## src/rtl/led_pkg.sv

```systemverilog
// Shared types and helpers for the led_breath LED driver.
package led_pkg;

    typedef enum logic [2:0] {
        IDLE    = 3'd0,
        UP      = 3'd1,
        HOLD_HI = 3'd2,
        DOWN    = 3'd3,
        HOLD_LO = 3'd4
    } state_t;

    localparam int PWM_BITS_DEFAULT = 8;

    function automatic int max_of(input int bits);
        return (1 << bits) - 1;
    endfunction

endpackage

```

## src/rtl/led_breath_pwm_gen.sv

```systemverilog
// PWM counter, step tick generation and registered two-channel compare.
// Compare is gamma-corrected when LED_BREATH_GAMMA_EN is defined.
module pwm_gen
    import led_pkg::*;
#(
    parameter int PWM_BITS         = PWM_BITS_DEFAULT,
    parameter int PERIODS_PER_STEP = 12
) (
    input  logic                clk,
    input  logic                rst_n,
    input  logic                en,
    input  logic [PWM_BITS-1:0] duty_a,
    input  logic [PWM_BITS-1:0] duty_b,
    output logic                step_tick,
    output logic [1:0]          led
);

    localparam logic [PWM_BITS-1:0] MAX = PWM_BITS'(max_of(PWM_BITS));
    localparam int PW = (PERIODS_PER_STEP > 1) ? $clog2(PERIODS_PER_STEP) : 1;
    localparam logic [PW-1:0] PERIOD_LAST = PW'(PERIODS_PER_STEP - 1);

    logic [PWM_BITS-1:0] pwm_cnt;
    logic [PW-1:0]       period_cnt;

    function automatic logic [PWM_BITS-1:0] compare_value(input logic [PWM_BITS-1:0] d);
`ifdef LED_BREATH_GAMMA_EN
        logic [2*PWM_BITS-1:0] sq;
        sq = {{PWM_BITS{1'b0}}, d} * {{PWM_BITS{1'b0}}, d};
        return sq[2*PWM_BITS-1:PWM_BITS];
`else
        return d;
`endif
    endfunction

    // Full duty must be solid on, which a strict less-than compare alone cannot give.
    function automatic logic lit(input logic [PWM_BITS-1:0] d, input logic [PWM_BITS-1:0] cnt);
        return (d == MAX) || (cnt < compare_value(d));
    endfunction

    assign step_tick = en && (pwm_cnt == MAX) && (period_cnt == PERIOD_LAST);

    // NOTE: state registers use non-blocking assignments so every flop samples
    // the pre-edge values of its neighbours; blocking here would create ordering bugs.
    always_ff @(posedge clk or negedge rst_n) begin
        if (!rst_n) begin
            pwm_cnt    <= '0;
            period_cnt <= '0;
            led        <= 2'b00;
        end else if (!en) begin
            pwm_cnt    <= '0;
            period_cnt <= '0;
            led        <= 2'b00;
        end else begin
            pwm_cnt <= pwm_cnt + 1'b1;
            if (pwm_cnt == MAX)
                period_cnt <= (period_cnt == PERIOD_LAST) ? '0 : period_cnt + 1'b1;
            led[0] <= lit(duty_a, pwm_cnt);
            led[1] <= lit(duty_b, pwm_cnt);
        end
    end

endmodule

```

## src/rtl/led_breath.sv

```systemverilog
// Breathing-LED driver: triangle-ramped PWM duty on led[0], complement on led[1].
// Optional gamma-corrected compare via LED_BREATH_GAMMA_EN.
module led_breath
    import led_pkg::*;
#(
    parameter int PWM_BITS         = PWM_BITS_DEFAULT,
    parameter int PERIODS_PER_STEP = 12,
    parameter int HOLD_STEPS       = 16
) (
    input  logic                clk,
    input  logic                rst_n,
    input  logic                en,
    output logic [1:0]          led,
    output logic [PWM_BITS-1:0] duty,
    output logic                cycle_done
);

    localparam logic [PWM_BITS-1:0] MAX = PWM_BITS'(max_of(PWM_BITS));
    localparam int HW = (HOLD_STEPS > 1) ? $clog2(HOLD_STEPS) : 1;
    localparam logic [HW-1:0] HOLD_LAST = HW'((HOLD_STEPS > 0) ? HOLD_STEPS - 1 : 0);

    state_t              state_q, state_d;
    logic [PWM_BITS-1:0] duty_d;
    logic [HW-1:0]       hold_q, hold_d;
    logic                done_d;
    logic                step_tick;

    pwm_gen #(
        .PWM_BITS         (PWM_BITS),
        .PERIODS_PER_STEP (PERIODS_PER_STEP)
    ) u_pwm (
        .clk       (clk),
        .rst_n     (rst_n),
        .en        (en),
        .duty_a    (duty),
        .duty_b    (MAX - duty),
        .step_tick (step_tick),
        .led       (led)
    );

    always_ff @(posedge clk or negedge rst_n) begin
        if (!rst_n) begin
            state_q    <= IDLE;
            duty       <= '0;
            hold_q     <= '0;
            cycle_done <= 1'b0;
        end else begin
            state_q    <= state_d;
            duty       <= duty_d;
            hold_q     <= hold_d;
            cycle_done <= done_d;
        end
    end

    // NOTE: every signal driven here gets a default first, so no path can leave
    // one unassigned and infer a latch.
    always_comb begin
        state_d = state_q;
        duty_d  = duty;
        hold_d  = hold_q;
        done_d  = 1'b0;
        if (!en) begin
            state_d = IDLE;
            duty_d  = '0;
            hold_d  = '0;
        end else begin
            case (state_q)
                IDLE: begin
                    state_d = UP;
                    duty_d  = '0;
                    hold_d  = '0;
                end
                UP: if (step_tick) begin
                    duty_d = (duty == MAX) ? MAX : duty + 1'b1;
                    if (duty_d == MAX) begin
                        hold_d  = '0;
                        state_d = (HOLD_STEPS == 0) ? DOWN : HOLD_HI;
                    end
                end
                HOLD_HI: if (step_tick) begin
                    if (hold_q == HOLD_LAST) begin
                        hold_d  = '0;
                        state_d = DOWN;
                    end else begin
                        hold_d = hold_q + 1'b1;
                    end
                end
                DOWN: if (step_tick) begin
                    duty_d = (duty == '0) ? '0 : duty - 1'b1;
                    if (duty_d == '0) begin
                        hold_d = '0;
                        if (HOLD_STEPS == 0) begin
                            state_d = UP;
                            done_d  = 1'b1;
                        end else begin
                            state_d = HOLD_LO;
                        end
                    end
                end
                HOLD_LO: if (step_tick) begin
                    if (hold_q == HOLD_LAST) begin
                        hold_d  = '0;
                        state_d = UP;
                        done_d  = 1'b1;
                    end else begin
                        hold_d = hold_q + 1'b1;
                    end
                end
                default: state_d = IDLE;
            endcase
        end
    end

endmodule

```

## config.mk

```make
export PLATFORM = sky130hd
export DESIGN_NAME = led_breath
export DESIGN_NICKNAME = d
export VERILOG_FILES = /design/src/rtl/led_pkg.sv /design/src/rtl/led_breath_pwm_gen.sv /design/src/rtl/led_breath.sv
export SDC_FILE = /design/constraint.sdc
export NUM_CORES = 1
export LEC_CHECK = 0
export BUFFER_PORTS_ARGS = -buffer_cell sky130_fd_sc_hd__buf_2
export CELL_PAD_IN_SITES_DETAIL_PLACEMENT = 0
export CELL_PAD_IN_SITES_GLOBAL_PLACEMENT = 1
export CORE_AREA = 3 3 71 73
export DETAILED_ROUTE_END_ITERATION = 7
export DIE_AREA = 0 0 74 76
export PLACE_DENSITY_LB_ADDON = 0.1
export SLEW_MARGIN = 20
export SYNTH_ARGS = -nofsm -noshare
export SYNTH_HDL_FRONTEND = slang
export SYNTH_SLANG_ARGS = --single-unit
```

## constraint.sdc

```tcl
create_clock -name clk -period 6.25 [get_ports clk]
set_input_delay 1.25 -clock clk [delete_from_list [all_inputs] [get_ports clk]]
set_output_delay 1.25 -clock clk [all_outputs]
set_load 0.05 [all_outputs]
```

==> results of run 1 <==
-- flip-flops by register name, indices dropped and copies added (netlist names) --
| name | flops |
|---|---|
| duty | 8 |
| u_pwm.pwm_cnt | 8 |
| hold_q | 4 |
| u_pwm.period_cnt | 4 |
| state_q | 3 |
| u_pwm.led | 2 |
| cycle_done | 1 |
-- cells by family (layout without fill, tap and decap cells) --
group | Yosys count | in the layout
DFF | 30 | 30
buffers and inverters | 28 | 40
AOI/OAI and AO/OA | 71 | 71
muxes | 5 | 5
and+or+nand+nor | 96 | 96
xor gates and xnor gates | 10 | 10
adders and majority gates | 20 | 20
-- metrics by stage --
step                      instances  worst slack (ps)  total power (µW)
after detailed placement        316              3330               524
final                           324              3570               689
after CTS                       324              3620               690
after floorplan                 260              3730               463
after global placement          316              3400               530
after global routing            324              3450               735
-- routing by layer --
metal,vias to the layer above,part of all wire,global-route usage
met5,-,0,0
met3,12,0.044,0.0462
li1,959,-,-
met2,44,0.44,0.282
met4,0,0.017,0.0562
met1,916,0.50,0.297
-- layout make-up --
class	count	area, µm²	area share
Clock buffer	7	86.3	0.0358
Clock inverter	1	5.00	0.00208
Inverter	19	71.3	0.0296
Multi-Input combinational cell	202	1370	0.567
Sequential cell	30	751	0.312
Tap cell	52	65.1	0.0270
Timing Repair Buffer	13	65.1	0.0270
-- power by group --
part           internal [µW]  switching (µW)
combinational            108             174
clock                   88.8            75.4
sequential               212            31.6
total                    408             281
-- worst paths after layout --
path / from / endpoint / slack, ps / depth (start not counted)
setup / recovery: en / duty[3] / 3570 / 7
hold / removal: hold_q[3] / hold_q[3] / 500 / 1
setup reg to reg: duty[0] / hold_q[0] / 3690 / 7
hold reg to reg: hold_q[3] / hold_q[3] / 500 / 1
max in group asynchronous: rst_n / u_pwm.period_cnt[3] / 4790 / 1
min in group asynchronous: rst_n / duty[6] / 1010 / 1
-- cell usage in the layout (no fill, tap or decap), types with 2 or more instances in the layout --
cell / n
a21oi_1: 17
a31oi_1: 5
and2_1: 4
and3_1: 6
buf_2: 13
clkbuf_8: 6
dfrtp_1: 30
ha_1: 20
inv_1: 19
mux2_1: 2
mux2i_1: 2
nand2_1: 14
nand3_1: 12
nand3b_1: 2
nand4_1: 2
nor2_1: 23
nor2b_1: 2
nor3_1: 6
nor4_1: 4
o21ai_0: 21
o21ai_1: 3
o21ai_2: 2
o22ai_1: 4
o31ai_1: 2
o32ai_1: 2
o41ai_1: 2
or2_2: 3
or3_1: 2
or4_1: 4
xnor2_1: 6
xor2_1: 4
-- critical path: cells and delay by family --
family,cells,cell delay [ps]
AO/OA/AOI/OAI,2,350
buffers and inverters,2,470
AND/OR/NAND/NOR,3,810
==> impl_metrics.env, run 1 <==
export IMPL_status="finished clean"
export IMPL_ys_flop_type="dfrtp_1"
export IMPL_syn_nets=283
export IMPL_rows=24
export IMPL_synth_seq_area_share=0.335
export IMPL_dieArea_mm2=0.00562
export IMPL_synth_seq_cells=30
export IMPL_hold_path_class="reg2reg"
export IMPL_maxSlewHeadroom=0.540
export IMPL_clock_latency_ps=280
export IMPL_drtAntennaViolNets=0
export IMPL_track_usage=0.198
export IMPL_p_per_area_mw_per_mm2=286
export IMPL_firstDrtPassIters=4
export IMPL_ioPinCount=14
export IMPL_grt_pass1_vias=1801
export IMPL_critical_path_class="in2reg"
export IMPL_final_util=0.546
export IMPL_coreArea_mm2=0.00441
export IMPL_drc=0
export IMPL_slew_violations=0
export IMPL_vias=1931
export IMPL_yosys_cell_count_top_type="dfrtp_1"
export IMPL_ys_warn_count=0
export IMPL_synth_compound_area_share=0.199
export IMPL_start_util=0.508
export IMPL_ctsHoldBuffers=0
export IMPL_antenna_found_initial=0
export IMPL_grt_max_degree=31
export IMPL_crit_path_top_delay_cell="nor3b_1"
export IMPL_synth_edf_count=0
export IMPL_nFillCells=402
export IMPL_setup_tns_ps=0
export IMPL_critPathCaptureType="flop"
export IMPL_rsz0062_at_grt="no"
export IMPL_clk_pin_slew_ps=70
export IMPL_path_max_fanout=17
export IMPL_gp_congestion=0.855
export IMPL_cts_max_path_buffers=2
export IMPL_ys_types=58
export IMPL_start_kind="primary input"
export IMPL_synth_top_area_share=0.335
export IMPL_peakVddDrop_mv=0.206
export IMPL_p_leak_uw=0.00113
export IMPL_cts_tree="yes"
export IMPL_fp_dieH_um=76
export IMPL_grt_pass1_wl_um=8850
export IMPL_die_w_um=74
export IMPL_crit_required_ps=6460
export IMPL_setup_viol=0
export IMPL_vias_per_cell=5.96
export IMPL_worstPathCellList="buf_2 -> inv_1 -> nor3b_1 -> nand2_1 -> a31oi_1 -> nor3_1 -> a21oi_1"
export IMPL_dpl_cell_area_mm2=0.00232
export IMPL_min_period_over_period=0.428
export IMPL_async_flop_share=1.00
export IMPL_synth_top_cell_by_area="dfrtp_1"
export IMPL_synthAdderAreaFrac=0.112
export IMPL_clockRootBuffer="clkbuf_8"
export IMPL_drive_above_1_share=0.129
export IMPL_drt_iter0_markers=70
export IMPL_drt_total_wl_um=5060
export IMPL_synth_common_cells="dfrtp_1 (30), nor2_1 (23), o21ai_0 (21)"
export IMPL_critPathArrivalTime_ps=2890
export IMPL_synth_mux_area_frac=0.0240
export IMPL_worst_pin_slew_ps=690
export IMPL_synth_cells=260
export IMPL_maxCapViolCount=0
export IMPL_synth_area_leaders="dfrtp_1 (33%), ha_1 (11%), o21ai_0 (4.7%), nor2_1 (3.9%), a21oi_1 (3.8%)"
export IMPL_synth_top_family_by_area="simple AND/OR/NAND/NOR gates"
export IMPL_hold_ws_ps=495
export IMPL_synthXorXnorAreaFrac=0.0391
export IMPL_n_antenna_cell=0
export IMPL_cts_sinks=30
export IMPL_period_needed_ps=2680
export IMPL_hpwl_um=3680
export IMPL_syn_avg_cell_area_um2=8.62
export IMPL_synth_simple_area_share=0.235
export IMPL_htreeDepth=2
export IMPL_portBuffers=13
export IMPL_finalClockSkew_ps=7.39
export IMPL_slowest_delay_ps=490
export IMPL_cts_buffers=5
export IMPL_hold_viol_final=0
export IMPL_cts_resized=0
export IMPL_postCtsSetupRepairBufs=0
export IMPL_fin_area_mm2=0.00241
export IMPL_syn_area_mm2=0.00224
export IMPL_wl_per_cell_um=15.6
export IMPL_area_growth_pct=7.48
export IMPL_finalNetCount=294
export IMPL_grt_ovfl_total=0
export IMPL_maxClockFrequency_mhz=374
Note: power is estimated with default switching activity, not from simulation.
==> run 2: changes to the inputs <==
Settings changed: CORE_AREA 3 3 71 73 to 3 3 78 80, DIE_AREA 0 0 74 76 to 0 0 81 83.
Clock period 6.25 ns to 2.15 ns, I/O delays scaled along.
==> impl_metrics.env, run 2 (synthesis results as in run 1) <==
export IMPL_wl_per_cell_um=15.6
export IMPL_maxCapViolCount=0
export IMPL_portBuffers=13
export IMPL_grt_pass1_wl_um=9550
export IMPL_power_uw=2230
export IMPL_setup_tns_ps=0
export IMPL_firstDrtPassIters=4
export IMPL_period_needed_ps=2140
export IMPL_reg2reg_depth=8
export IMPL_hold_viol_final=0
export IMPL_critical_path_class="reg2reg"
export IMPL_ioPinCount=14
export IMPL_grt_ovfl_total=0
export IMPL_finalNetCount=318
export IMPL_dieArea_mm2=0.00672
export IMPL_drc=0
export IMPL_die_w_um=81
export IMPL_cts_max_path_buffers=2
export IMPL_mostFrequentLayoutCells="dfrtp_1 (25), buf_4 (24), nor2_1 (23)"
export IMPL_clock_latency_ps=280
export IMPL_slew_violations=0
export IMPL_vias=2027
export IMPL_maxClockFrequency_mhz=466
export IMPL_cts_buffers=5
export IMPL_p_per_area_mw_per_mm2=826
export IMPL_start_kind="flop"
export IMPL_crit_required_ps=2320
export IMPL_vias_per_cell=5.51
export IMPL_gp_congestion=0.827
export IMPL_hpwl_um=4320
export IMPL_rsz0062_at_grt="yes"
export IMPL_peakVddDrop_mv=0.671
export IMPL_drive_above_1_share=0.253
export IMPL_nFillCells=535
export IMPL_drt_total_wl_um=5730
export IMPL_grt_pass1_vias=1950
export IMPL_drt_iter0_markers=87
export IMPL_path_max_fanout=4
export IMPL_reg_top3="duty x8, u_pwm.pwm_cnt x8"
export IMPL_seq_area_um2=757
export IMPL_grt_max_degree=31
export IMPL_critPathArrivalTime_ps=2320
export IMPL_cts_tree="yes"
export IMPL_finalClockSkew_ps=3.12
export IMPL_crit_path_top_delay_cell="or4b_4"
export IMPL_cts_sinks=30
export IMPL_drtAntennaViolNets=0
export IMPL_critPathCaptureType="flop"
export IMPL_coreArea_mm2=0.00547
export IMPL_min_period_over_period=0.997
export IMPL_worstPathCellList="inv_4 -> ha_4 -> or4b_4 -> o21ai_4 -> o2111ai_4 -> and2_4 -> nor2_4 -> mux2_4"
export IMPL_ctsHoldBuffers=0
export IMPL_setup_viol=0
export IMPL_maxSlewHeadroom=0.533
export IMPL_track_usage=0.183
export IMPL_clk_pin_slew_ps=60
export IMPL_antenna_found_initial=0
export IMPL_worst_pin_slew_ps=700
export IMPL_hold_path_class="in2async"
export IMPL_status="finished clean"
export IMPL_area_growth_pct=20.7
export IMPL_rows=27
export IMPL_p_leak_uw=0.00126
export IMPL_n_antenna_cell=0
export IMPL_slowest_delay_ps=470
export IMPL_fp_dieH_um=83
export IMPL_reg2reg_setup_slack_ps=6
export IMPL_htreeDepth=2
export IMPL_final_common_cell="dfrtp_1"
export IMPL_clockRootBuffer="clkbuf_8"
export IMPL_multi_input_area_mm2=0.00145
export IMPL_start_util=0.410
==> run 2: final timing paths <==
path                                 from    endpoint
worst max-delay path              duty[1]  state_q[0]
worst min-delay path                rst_n   hold_q[0]
worst max register to register    duty[1]  state_q[0]
worst min register to register  hold_q[3]   hold_q[3]
max in group asynchronous           rst_n     duty[2]
min in group clk                hold_q[3]   hold_q[3]
==> run 2: per-stage QoR <==
step	util	hold slack (ps)	cell area [µm²]	cells	worst slack, ps
after detailed placement	0.465	498	2550	359	-10.9
final	0.495	188	2710	368	6.09
after global placement	0.465	495	2550	359	44.6
after CTS	0.483	213	2640	367	22.6
after global routing	0.495	243	2710	368	-50.9
after floorplan	-	134	2270	260	-119
==> run 2: cell type report <==
type | instances | share of cell area
repair buffers | 37 | 0.0906
multi-input cells | 202 | 0.535
well taps | 72 | 0.0333
clock inverters | 1 | 0.00185
clock buffers | 7 | 0.0319
flip-flops and latches | 30 | 0.280
inverters | 19 | 0.0273
==> run 2: metal layers <==
metal  up-vias  global-route usage  wire [µm]
met5         -                   0          0
met4         0              0.0768         88
met3         9              0.0423        305
met2        62               0.252       2500
met1       946               0.270       2830
li1       1010                   -          -
==> run 2: critical path, delay by kind of cell (launching register included) <==
kind                       cells  cell delay [ps]
and+or+nand+nor                3              800
DFF                            1              420
muxes                          1              310
AOI/OAI and AO/OA              2              290
adders and majority gates      1              130
buffers and inverters          1               80
==> run 2: power breakdown <==
part,switching [µW],total [µW],internal [µW]
Sequential,77.6,695,618
Combinational,601,1060,459
Clock,221,479,258
Total,900,2230,1330
==> run 2: what timing repair did <==
action | 4_1_cts | 5_1_grt
gates resized for setup | 1 | 10
pin swaps | 0 | 1
setup endpoints to repair | 2 | 8
buffers inserted | 0 | 1
